==> src/rtl/alu_ctrl_pkg.sv <==
// Shared encodings for the ALU-control / jump-register decode slice:
// ALUOp values from main control, R-type funct codes and ALU operation codes.
package alu_ctrl_pkg;

    // ALUOp from the main control unit
    localparam logic [1:0] ALUOP_MEM   = 2'b00;
    localparam logic [1:0] ALUOP_BR    = 2'b01;
    localparam logic [1:0] ALUOP_RTYPE = 2'b10;
    localparam logic [1:0] ALUOP_RSV   = 2'b11;

    // R-type funct field values
    localparam logic [5:0] F_ADD = 6'b100000;
    localparam logic [5:0] F_SUB = 6'b100010;
    localparam logic [5:0] F_AND = 6'b100100;
    localparam logic [5:0] F_OR  = 6'b100101;
    localparam logic [5:0] F_SLT = 6'b101010;
    // JR is recognised on the low nibble only
    localparam logic [3:0] F_JR  = 4'b1000;

    // ALU operation codes
    localparam logic [3:0] ALU_AND = 4'b0000;
    localparam logic [3:0] ALU_OR  = 4'b0001;
    localparam logic [3:0] ALU_ADD = 4'b0010;
    localparam logic [3:0] ALU_SUB = 4'b0110;
    localparam logic [3:0] ALU_SLT = 4'b0111;
    localparam logic [3:0] ALU_INV = 4'b1111;

    // JR select: low funct nibble matches and ALUOp is MEM or RTYPE (bit 0 clear).
    // An unknown compare falls to the else branch, so X funct bits give 0.
    function automatic logic jr_decode(input logic [1:0] alu_op, input logic [3:0] funct_lo);
        logic jr_s;
        if ((alu_op[0] == 1'b0) && (funct_lo == F_JR)) begin
            jr_s = 1'b1;
        end else begin
            jr_s = 1'b0;
        end
        return jr_s;
    endfunction

endpackage

==> src/rtl/alu_jr_dec.sv <==
// Combinational ALU-control and JR decoder. ALUOp has priority; funct is only
// examined for R-type, so X/Z funct bits never reach alu_ctrl for MEM/BR.
module alu_jr_dec
    import alu_ctrl_pkg::*;
(
    input  logic [1:0] alu_op,
    input  logic [5:0] funct,
    output logic [3:0] alu_ctrl,
    output logic       jr_ctrl
);

    // Decode ALUOp and, for R-type, the funct field into an ALU operation code
    always_comb begin
        alu_ctrl = ALU_INV;
        case (alu_op)
            ALUOP_MEM:   alu_ctrl = ALU_ADD;
            ALUOP_BR:    alu_ctrl = ALU_SUB;
            ALUOP_RTYPE: begin
                case (funct)
                    F_ADD:   alu_ctrl = ALU_ADD;
                    F_SUB:   alu_ctrl = ALU_SUB;
                    F_AND:   alu_ctrl = ALU_AND;
                    F_OR:    alu_ctrl = ALU_OR;
                    F_SLT:   alu_ctrl = ALU_SLT;
                    default: alu_ctrl = ALU_INV;
                endcase
            end
            ALUOP_RSV:   alu_ctrl = ALU_INV;
            default:     alu_ctrl = ALU_INV;
        endcase
    end

    // Jump-register select from ALUOp bit 0 and the low funct nibble
    always_comb begin
        jr_ctrl = 1'b0;
        jr_ctrl = jr_decode(alu_op, funct[3:0]);
    end

endmodule

==> src/rtl/alu_jr_ctrl.sv <==
// ALU-control / JR decode with combinational outputs for the current stage and
// an ID/EX pipeline register supporting stall (en low) and bubble insert (flush).
module alu_jr_ctrl
    import alu_ctrl_pkg::*;
(
    input  logic       clk,
    input  logic       rst_n,
    input  logic [1:0] alu_op,
    input  logic [5:0] funct,
    input  logic       en,
    input  logic       flush,
    output logic [3:0] alu_ctrl,
    output logic       jr_ctrl,
    output logic [3:0] alu_ctrl_q,
    output logic       jr_ctrl_q
);

    logic [3:0] alu_ctrl_s;
    logic       jr_ctrl_s;
    logic [3:0] alu_ctrl_r;
    logic       jr_ctrl_r;

    alu_jr_dec u_dec (
        .alu_op   (alu_op),
        .funct    (funct),
        .alu_ctrl (alu_ctrl_s),
        .jr_ctrl  (jr_ctrl_s)
    );

    assign alu_ctrl = alu_ctrl_s;
    assign jr_ctrl  = jr_ctrl_s;

    // ID/EX register: reset and flush clear to a bubble, flush beats en, en low holds
    always_ff @(posedge clk or negedge rst_n) begin
        if (!rst_n) begin
            alu_ctrl_r <= 4'b0000;
            jr_ctrl_r  <= 1'b0;
        end else if (flush) begin
            alu_ctrl_r <= 4'b0000;
            jr_ctrl_r  <= 1'b0;
        end else if (en) begin
            alu_ctrl_r <= alu_ctrl_s;
            jr_ctrl_r  <= jr_ctrl_s;
        end else begin
            alu_ctrl_r <= alu_ctrl_r;
            jr_ctrl_r  <= jr_ctrl_r;
        end
    end

    assign alu_ctrl_q = alu_ctrl_r;
    assign jr_ctrl_q  = jr_ctrl_r;

endmodule

==> config.mk <==
export PLATFORM = sky130hd
export DESIGN_NAME = alu_jr_ctrl
export DESIGN_NICKNAME = d
export VERILOG_FILES = /design/src/rtl/alu_ctrl_pkg.sv /design/src/rtl/alu_jr_dec.sv /design/src/rtl/alu_jr_ctrl.sv
export SDC_FILE = /design/constraint.sdc
export NUM_CORES = 1
export LEC_CHECK = 0
export BUFFER_PORTS_ARGS = -buffer_cell sky130_fd_sc_hd__buf_2
export CAP_MARGIN = 20
export CORE_AREA = 2 2 39 41
export CTS_CLUSTER_SIZE = 28
export DETAILED_ROUTE_END_ITERATION = 12
export DIE_AREA = 0 0 41 43
export PLACE_DENSITY = 0.68
export SYNTH_ARGS = -nofsm -noshare
export SYNTH_HDL_FRONTEND = slang
export SYNTH_SLANG_ARGS = --single-unit
==> constraint.sdc <==
create_clock -name clk -period 2.8 [get_ports clk]
set_clock_uncertainty 0.15 [all_clocks]
set_input_delay 0.56 -clock clk [delete_from_list [all_inputs] [get_ports clk]]
set_output_delay 0.56 -clock clk [all_outputs]
set_load 0.02 [all_outputs]
# ---- After elaboration in Yosys (flattened, before gate mapping)
# Cells that the tools add are included.
dict set report word_totals {
  output_inout_bits 10
  reg_bits 5
}
dict set report op_classes {
  n_reduce_logical 3
  n_mux 7
  n_eq_ne 9
  bitwise_logic 1
}
# operator count
set ops {}
lappend ops {{6-bit equality test (second input constant)} 5}
lappend ops {{4-bit one-hot mux with 5 select lines} 1}
lappend ops {{4-bit one-hot mux with 4 select lines} 1}
lappend ops {{4-bit two-way mux} 2}
lappend ops {{2-bit equality test (second input constant)} 2}
lappend ops {{4-bit equality test (second input constant)} 1}
lappend ops {{1-bit two-way mux} 3}
lappend ops {{2-bit by 1-bit equality test with 1-bit output (second input constant)} 1}
lappend ops {{2-bit logical NOT} 1}
lappend ops {{2-bit nonzero test} 1}
lappend ops {{1-bit logical AND} 1}
lappend ops {{1-bit inverter} 1}

# ---- Longest topological paths before layout
dict set report logic_depth {
  depth_word 5
  depth_mapped 4
  mapped_depth_nobuf 3
}

# ---- Modules after synthesis
# From an unflattened synthesis, not the netlist that was laid out.
dict set report hier_totals {
  cells_unflattened 28
  area_unflattened_um2 307.8
}
# module n_inst area_per_inst_um2 cells_each
set modules_own_cells {}
lappend modules_own_cells {alu_jr_ctrl 1 205.2 16}
lappend modules_own_cells {alu_jr_dec 1 102.6 12}

# ---- Worst setup path before layout
# Ideal clock, no wire load.
dict set report synth_timing {
  path_type {input-to-output}
  from {input port funct[0]}
  to {output port alu_ctrl[1]}
  setup_slack_ps 771
  stages 3
  arrival_ps 1319
  t_required_ps 2090
  path_cell_list {nor2b_2 nor4b_4 nand3_1}
}
dict set report synth_between {
  elab_chain_len 3
  elab_cells_between_ends 7
  cone_classes {5 x eq/ne; 2 x mux}
}
# item line
set synth_rtl {}
lappend synth_rtl {{start: declaration} alu_jr_ctrl.sv:9} ;# input logic [5:0] funct,
lappend synth_rtl {{6-bit equality test} alu_jr_dec.sv:19} ;# case (funct)
lappend synth_rtl {{4-bit one-hot mux with 5 select lines (*)} alu_jr_dec.sv:19}
lappend synth_rtl {{4-bit one-hot mux with 4 select lines (*)} alu_jr_dec.sv:15} ;# case (alu_op)
lappend synth_rtl {{end: declaration} alu_jr_ctrl.sv:12} ;# output logic [3:0] alu_ctrl,
# Every way passes the cells marked *; elsewhere a longest branch is shown, timed or not.

# ---- Worst setup path in the final report
# Ends and elaborated chain as after synthesis.

==> run metrics <==
# H-tree levels 1; Horiz. Die Dim 41 microns; Synth Area in XOR/XNOR 0%; vias in the first global route 302; Hold Fails Final Rpt 0; GR Util All Layers 10.3%; clock root buffer clkbuf_4; Ports 22; vias per inst 4.90; Pwr Total 215 uW; Inserted Diodes 0; first-pass GRT wire length 1.19 mm; Clock Tree Buf Depth 2; switching share of power 28.7%; HP Class reg -> reg; worst vdd ir 0.0000959 V; FMAX 440 MHz; placed insts 75; GRT overflow 0; final core utilization 38.8%; Setup Buffers After CTS 0; DR iter-0 viols 8; Switch Pwr about 60 uW; Synth Register Bits 5; synthesized area 379 sq um; routed via count 392; Avg Synthesized Cell Area a little under 10 sq um; Post-Syn Instances 39; setup TNS 0 ns; GP Congestion 0.683; non-filler cells, final 80; Layout Nets 77; Comb power frac 25.2%; setup ws final between 0.5 and 0.6 ns; fraction of registers with async set/reset 100%; WL/cell between 10 and 15 microns; Clk Latency, worst-skew pair 0.24 ns; pre-CTS WS approximately 0.54 ns; Starting Density 27.4%; number of CTS-inserted buffers 3; internal power 153 uW; core area 0.00138 sq mm; YS warnings 0; largest net degree at the start of global routing 10; mux contribution to synthesized area 0%; Routed Antenna Nets 0; Sinks on Clock Net 5; TritonCTS clock tree done; std cell rows 14; DR pass1 iterations 4; Die ar. 0.00176 sq mm; combinational family with the most area after synthesis simple AND/OR/NAND/NOR gates; die height 43 microns; Leakage 0.000264 uW; Worst-path clk slew 0.04 ns; layout cells sized above 1 45.3%; Clk pwr share 38.4%; Max-slew headroom 73.8%; Worst setup SP type primary input; Worst-Margin Slew 0.391 ns; RSZ-0062 raised after global routing no; CP Capture Type output pin; run status finished, final reports clean; initial antenna violation count 0; period utilization between 80% and 90%; post-layout min period 2.27 ns; Compound-Gate Fraction of Synth Area 22.1%; flop2flop setup slack 1.95 ns; port buffer count 21; power density cells 401 mW/mm^2; Net Count, Synth 51; Post-route DRC 0; register area share after synthesis between 30 and 40%; critical path fanouts, max 6; CP required 2.09 ns; Slew Viols, Final 0; Sequential Power Share 36.4%; Synth Area in Simple Gates 42.9%; final WL 873 microns; Setup CP Type in -> out; Area Overhead vs Synth 41.6%; Top FF cell, synth dfrtp_1; Post-synth EDFFs 0; Critical Path AT 1.56 ns; count of final setup violators 0; Distinct cells, synth 25; max-cap viol count 0; Adder-Cell Fraction of Synth Area 0%
==> path summary, 6_finish.rpt <==
kind | start | to | cells after the start
hold reg to reg | alu_ctrl_q[3]$_DFFE_PN0P_ | alu_ctrl_q[3]$_DFFE_PN0P_ | 2
max in group asynchronous | rst_n | alu_ctrl_q[0]$_DFFE_PN0P_ | 2
setup / recovery | funct[0] | alu_ctrl[1] | 5
hold / removal | alu_ctrl_q[3]$_DFFE_PN0P_ | alu_ctrl_q[3]$_DFFE_PN0P_ | 2
setup reg to reg | alu_ctrl_q[2]$_DFFE_PN0P_ | alu_ctrl_q[2]$_DFFE_PN0P_ | 2
min in group asynchronous | rst_n | alu_ctrl_q[1]$_DFFE_PN0P_ | 2
==> synth_stat cells, drive strengths merged (2+ instances only) <==
library cell  instances  area, sq um
nand3b                2         15.0
o211ai                2         15.0
and4bb                2         25.0
nor2b                 4         30.0
a21oi                 2         10.0
dfrtp                 5          125
nand2b                2         20.0
nand2                 3         11.3
nor2                  3         11.3
o21ai                 2         10.0
==> area by class of cell <==
class | instances | area (sq um)
Clock buffer | 4 | 26.3
Multi-Input combinational cell | 32 | 246
Fill cell | 144 | 847
Inverter | 1 | 3.75
Tap cell | 16 | 20.0
Sequential cell | 5 | 125
Timing Repair Buffer | 22 | 115
==> registers in the layout, summed over array words and instances (netlist names) <==
| name | cells |
|---|---|
| alu_ctrl_q | 4 |
| jr_ctrl_q | 1 |
==> through the flow <==
stage / cell area (sq um) / hold WS (ns)
floorplan: 379 / 0.114
finish: 537 / 0.331
global placement: 500 / 0.227
global route: 537 / 0.378
detailed placement: 500 / 0.228
CTS: 537 / 0.338
==> per-layer routing <==
metal  wire length [microns]  global-route usage [%]  vias to the layer above
met3                      83                    1.57                        2
met4                      12                    12.0                        0
met5                       0                       0                        -
met1                     386                    12.5                      171
li1                        -                       -                      202
met2                     390                    13.4                       17
==> power by group through the flow <==
| stage | Combinational (uW) | Sequential, uW | Clock (uW) |
|---|---|---|---|
| 2_1_floorplan | 25.3 | 84.4 | 0 |
| 3_3_place_gp | 53.0 | 79.0 | 0 |
| 3_5_place_dp | 53.4 | 79.2 | 0 |
| 4_1_cts | 54.8 | 78.2 | 86.5 |
| 5_1_grt | 58.8 | 78.5 | 88.6 |
| 6_report | 54.2 | 78.2 | 82.6 |
==> what timing repair did <==
action,in CTS,in global routing
endpoints found under the hold margin,5,0
hold buffers,1,0
resized for setup,0,0
==> worst max-delay path, cell delays in order <==
cell and delay, ns:
buf_2 0.11, nor2b_2 0.17, nor4b_4 0.41, nand3_1 0.12, buf_2 0.18
==> cells by family (layout without fill, tap and decap cells) <==
| family | after synthesis | after routing |
|---|---|---|
| AO/OA/AOI/OAI | 11 | 11 |
| flip-flops | 5 | 5 |
| AND/OR/NAND/NOR | 21 | 21 |
| buffers and inverters | 2 | 27 |
==> placed cells by master, fill, tap and decap left out, drive strengths merged, types with 2 or more instances in the layout <==
cell type	count
dfrtp	5
o21ai	2
nand3b	2
and4bb	2
nor2b	4
nor2	3
o211ai	2
buf	21
a21oi	2
nand2	3
nand2b	2
clkbuf	4
Power figures use the tool's default switching activity.
